### config.mk
export PLATFORM = sky130hd
export DESIGN_NAME = consol_arbiter
export DESIGN_NICKNAME = d
export VERILOG_FILES = /design/src/rtl/consol_arbiter_pkg.sv /design/src/rtl/consol_arbiter_rr_pick.sv /design/src/rtl/consol_arbiter.sv
export SDC_FILE = /design/constraint.sdc
export NUM_CORES = 1
export LEC_CHECK = 0
export BUFFER_PORTS_ARGS = -buffer_cell sky130_fd_sc_hd__buf_2
export CAP_MARGIN = 20
export CORE_ASPECT_RATIO = 1.5
export CORE_MARGIN = 10
export CORE_UTILIZATION = 51
export CTS_CLUSTER_DIAMETER = 100
export CTS_CLUSTER_SIZE = 40
export DETAILED_ROUTE_END_ITERATION = 10
export PLACE_DENSITY = 0.84
export SLEW_MARGIN = 20
export SYNTH_ARGS = -nofsm -noshare
export SYNTH_HDL_FRONTEND = slang
export SYNTH_SLANG_ARGS = --single-unit
### constraint.sdc
create_clock -name clk -period 2.39 [get_ports clk]
set_input_delay 0.478 -clock clk [delete_from_list [all_inputs] [get_ports clk]]
set_output_delay 0.478 -clock clk [all_outputs]
set_load 0.02 [all_outputs]
### src/rtl/consol_arbiter_pkg.sv
// Shared constants and types for the round-robin consolidation arbiter.
// One byte is four 2-bit beats; missing beats are filled with PAD_BEAT.
package consol_pkg;
  localparam int         BEATS_PER_BYTE = 4;
  localparam logic [1:0] BEAT_LAST      = 2'(BEATS_PER_BYTE - 1);
  localparam logic [1:0] PAD_BEAT       = 2'b00;

  typedef enum logic {
    IDLE = 1'b0,
    XFER = 1'b1
  } state_t;
endpackage

### src/rtl/consol_arbiter_rr_pick.sv
// Combinational circular priority encoder: first set request at or above
// i_ptr, wrapping at NUM_SRC.
module rr_pick #(
  parameter int NUM_SRC = 4,
  parameter int SRC_W   = $clog2(NUM_SRC)
) (
  input  logic [NUM_SRC-1:0] i_req,
  input  logic [SRC_W-1:0]   i_ptr,
  output logic               o_valid,
  output logic [SRC_W-1:0]   o_id
);
  logic [2*NUM_SRC-1:0] w_dbl;
  logic [NUM_SRC-1:0]   w_rot;
  logic [SRC_W:0]       w_sum;

  // Rotating a doubled copy puts the ptr slot at bit 0.
  assign w_dbl = {i_req, i_req};
  assign w_rot = NUM_SRC'(w_dbl >> i_ptr);

  always_comb begin
    o_valid = 1'b0;
    o_id    = '0;
    w_sum   = '0;
    for (int k = 0; k < NUM_SRC; k++) begin
      if (!o_valid && w_rot[k]) begin
        o_valid = 1'b1;
        w_sum   = {1'b0, i_ptr} + (SRC_W+1)'(k);
        if (w_sum >= (SRC_W+1)'(NUM_SRC)) w_sum = w_sum - (SRC_W+1)'(NUM_SRC);
        o_id    = w_sum[SRC_W-1:0];
      end
    end
  end
endmodule

### src/rtl/consol_arbiter.sv
// Round-robin scheduler feeding one 2-bit to 8-bit packer; each grant is held
// for exactly one byte (four contiguous beats) and bytes are tagged by source.
module consol_arbiter
  import consol_pkg::*;
#(
  parameter int NUM_SRC = 4,
  parameter int SRC_W   = $clog2(NUM_SRC)
) (
  input  logic                 clk,
  input  logic                 rstn,
  input  logic                 arb_en,
  input  logic [NUM_SRC-1:0]   src_req,
  input  logic [2*NUM_SRC-1:0] src_din,
  output logic [NUM_SRC-1:0]   src_ack,
  output logic [1:0]           pk_din,
  output logic                 pk_din_en,
  output logic [SRC_W-1:0]     byte_src,
  output logic                 pad_err,
  output logic                 busy
);
  state_t             r_state, w_state_next;
  logic [SRC_W-1:0]   r_gnt, w_gnt_next;
  logic [SRC_W-1:0]   r_ptr, w_ptr_next;
  logic [1:0]         r_beat, w_beat_next;
  logic [SRC_W-1:0]   r_pk_src;
  logic               r_pk_last;
  logic [SRC_W-1:0]   w_ptr_inc, w_pick_ptr, w_pick_id;
  logic               w_pick_valid, w_gnt_req, w_byte_end;
  logic [NUM_SRC-1:0] w_pick_req;
  logic [1:0]         w_beats [NUM_SRC];

  generate
    for (genvar gi = 0; gi < NUM_SRC; gi++) begin : g_slice
      assign w_beats[gi] = src_din[2*gi +: 2];
    end
  endgenerate

  assign busy       = (r_state == XFER);
  assign w_gnt_req  = busy && src_req[r_gnt];
  assign w_byte_end = busy && (r_beat == BEAT_LAST);
  assign w_ptr_inc  = (r_gnt == SRC_W'(NUM_SRC - 1)) ? '0 : r_gnt + 1'b1;
  // At a byte boundary the search already starts past the current grant,
  // and the beat being consumed right now must not count as a new request.
  assign w_pick_ptr = busy ? w_ptr_inc : r_ptr;
  assign w_pick_req = src_req & ~src_ack;

  always_comb begin
    src_ack = '0;
    if (w_gnt_req) src_ack[r_gnt] = 1'b1;
  end

  rr_pick #(.NUM_SRC(NUM_SRC), .SRC_W(SRC_W)) u_pick (
    .i_req  (w_pick_req),
    .i_ptr  (w_pick_ptr),
    .o_valid(w_pick_valid),
    .o_id   (w_pick_id)
  );

  always_comb begin
    w_state_next = r_state;
    w_gnt_next   = r_gnt;
    w_ptr_next   = r_ptr;
    w_beat_next  = r_beat;
    case (r_state)
      IDLE: begin
        if (arb_en && w_pick_valid) begin
          w_state_next = XFER;
          w_gnt_next   = w_pick_id;
          w_beat_next  = '0;
        end
      end
      XFER: begin
        w_beat_next = r_beat + 1'b1;
        if (w_byte_end) begin
          w_ptr_next = w_ptr_inc;
          if (arb_en && w_pick_valid) begin
            w_gnt_next  = w_pick_id;
            w_beat_next = '0;
          end else begin
            w_state_next = IDLE;
          end
        end
      end
      default: w_state_next = IDLE;
    endcase
  end

  always_ff @(posedge clk or negedge rstn) begin
    if (!rstn) begin
      r_state <= IDLE;
      r_gnt   <= '0;
      r_ptr   <= '0;
      r_beat  <= '0;
    end else begin
      r_state <= w_state_next;
      r_gnt   <= w_gnt_next;
      r_ptr   <= w_ptr_next;
      r_beat  <= w_beat_next;
    end
  end

  always_ff @(posedge clk or negedge rstn) begin
    if (!rstn) begin
      pk_din    <= '0;
      pk_din_en <= 1'b0;
      pad_err   <= 1'b0;
      r_pk_src  <= '0;
      r_pk_last <= 1'b0;
      byte_src  <= '0;
    end else begin
      pk_din    <= w_gnt_req ? w_beats[r_gnt] : PAD_BEAT;
      pk_din_en <= busy;
      pad_err   <= busy && !w_gnt_req;
      r_pk_src  <= r_gnt;
      r_pk_last <= w_byte_end;
      if (pk_din_en && r_pk_last) byte_src <= r_pk_src;
    end
  end
endmodule

==> impl_metrics.ini <==
[power_and_ir_drop]
vdd_drop_max_uv = 681
intPower_uw = 912
p_seq_frac = 0.316
total_power_mw = 1.62
power.switching_uw = 710
swShare = 0.438
power_frac_comb = 0.570
p_leak_nw = 0.581
cellPowerDensity_mw_per_mm2 = 1330
power_frac_clock = 0.114

[grt]
grt_overflow = 0
grt_max_degree = 17
antenna_found_initial = 0
grt_use_total = 0.118
grt_pass1_wl_mm = 4.04
grt_pass1_vias = 908

[timing]
min_period_ns = 2.23
clock.fmax_ghz = 0.448
setup_slack_ns = 0.158
final.setup.tns_ns = 0
rsz0062_at_grt = false
finalHoldWorstSlack_ns = 0.0699
setup_viol = 0
worst_pin_slew_ns = 0.431
finalCritPeriodShare = 0.934
maxSlewViolCount = 0
slew_headroom = 0.704
hold_violations = 0
clock_skew_ns = 0.00600

[logic_synthesis]
ys_seq_area_frac = 0.399
async_reset_ff_frac = 1.00
yosysTopAreaCellShare = 0.399
synth_edf_count = 0
synth_largest_area_cell = dfrtp_1
syn_nets = 110
synth_commonest_cells = 16 x dfrtp_1, 9 x nand2_1
synth_area_per_cell_um2 = 11.1
synth_cell_type_count = 28
syn_area_mm2 = 0.00100
ys_seq_elements = 16
synthTopCellsByArea = dfrtp_1 40%, ha_1 6.2%, o221ai_2 6.0%
yosys_warnings = 0
synth_cells = 90
synth_most_common_cell = dfrtp_1
yosys_most_used_dff = dfrtp_1

[hold_path]
hp-class = primary input to async pin

[cts]
cts_buffers = 3
ctsHoldBuffers = 0
cts.root.buffer_cell = clkbuf_4
h-tree-depth = 1
cts_sinks = 16
cts_tree = yes
path_clk_slew_ns = 0.10
clkLatencyLatePin_ns = 0.30
cts.path.max_buffers = 2
postCtsSetupBuffers = 0

[placed_design]
gp_congestion = 0.865
place_area_mm2 = 0.00116
portBuffers = 25
dp_hpwl_mm = 1.90
post-place-cells = 136
place_ws_ns = 0.257

[die]
fp.dieH_um = 74.3
num_io_pins = 26
start_util = 0.541
core_area_mm2 = 0.00185
dieWidth_um = 56.2
dieArea_mm2 = 0.00418
rows = 19

[cells_and_area]
finish.utilization = 0.658
multiInputGateArea_um2 = 589
fillers = 154
layout.area.seq_um2 = 402
layout-drive-gt1-share = 0.387
finalInstanceArea_mm2 = 0.00122
antennaDiodeCount = 0
final_cells = 140
area_growth_pct = 21.6
finalNetCount = 140

[setup_path]
crit_type = register to output pin
cp.required_ns = 1.91
arrival_ns = 1.75
crit_fanout = 8
end_kind = output pin
critPathLaunchType = register

[flow_run]
max_cap_violations = 0

[route]
wirelength_mm = 2.37
postRouteAntennaNets = 0
vias = 832
wl_per_cell_um = 16.9
post-route-drc-count = 0
drt_pass1_iterations = 4
drtIter0Drc = 13
vias_per_cell = 5.94

[run_status]
status = complete, no violations
worst max-delay path: stages (launching register included):
cell and delay [ns]:
dfrtp_2 0.52, mux2i_4 0.35, buf_4 0.19, o22ai_1 0.11, nand2_1 0.09, inv_1 0.04
buf_2 0.15
path summary, 6_finish.rpt:
path / slack, ns / end / cells past startpoint / start
worst max register to register: 0.31 / r_gnt[0] / 7 / r_gnt[0]
max in group asynchronous: 2.04 / r_gnt[1] / 1 / rstn
min in group clk: 0.45 / r_gnt[1] / 3 / arb_en
worst min register to register: 0.49 / byte_src[0] / 1 / r_pk_src[0]
worst min-delay path: 0.07 / pk_din[0] / 1 / rstn
worst max-delay path: 0.16 / src_ack[2] / 6 / r_gnt[1]
layout by cell type, fill, tap and decap left out, types with 4 or more instances in the layout:
master,n
inv_1,5
dfrtp_1,15
nand3_1,5
nand3b_1,4
mux2_2,5
ha_1,5
o22ai_1,5
nand2_1,9
a21oi_1,4
buf_2,25
o221ai_2,4
power by group through the flow:
| stage | registers, mW | logic [mW] | clock network (mW) |
|---|---|---|---|
| 2_1_floorplan | 0.531 | 0.639 | 0 |
| 3_3_place_gp | 0.500 | 0.880 | 0 |
| 3_5_place_dp | 0.513 | 0.912 | 0 |
| 4_1_cts | 0.511 | 0.922 | 0.195 |
| 5_1_grt | 0.529 | 1.02 | 0.205 |
| 6_report | 0.513 | 0.924 | 0.185 |
layout make-up:
| type | instances | area share |
|---|---|---|
| clock buffer | 4 | 0.0297 |
| inverter | 5 | 0.0154 |
| multi-input combinational | 66 | 0.483 |
| sequential | 16 | 0.329 |
| tap | 21 | 0.0215 |
| timing repair buffer | 28 | 0.121 |
cell families after synthesis:
family                   Yosys count  share of synthesized area
AO/OA/AOI/OAI                     20                      0.185
adder cells (fa/ha/maj)            5                     0.0623
buffers and inverters              8                     0.0312
flip-flops                        16                      0.399
multiplexers                      12                      0.166
AND/OR/NAND/NOR                   29                      0.157
flip-flops by register name, indices dropped and copies added, names as in the netlist:
| signal | flops |
|---|---|
| busy | 1 |
| byte_src | 2 |
| pad_err | 1 |
| pk_din | 2 |
| pk_din_en | 1 |
| r_beat | 2 |
| r_gnt | 2 |
| r_pk_last | 1 |
| r_pk_src | 2 |
| r_ptr | 2 |
repair_timing:
action	4_1_cts	5_1_grt
pin swaps	0	0
setup endpoints to repair	1	1
gates resized for setup	2	1
routing by layer:
| metal | vias to the layer above | part of all wire | GRT usage |
|---|---|---|---|
| met5 | - | 0 | 0 |
| met4 | 0 | 0.021 | 0.0563 |
| met3 | 7 | 0.067 | 0.0324 |
| met2 | 30 | 0.57 | 0.231 |
| met1 | 404 | 0.35 | 0.110 |
| li1 | 391 | - | - |
(Power assumes the default switching activity.)
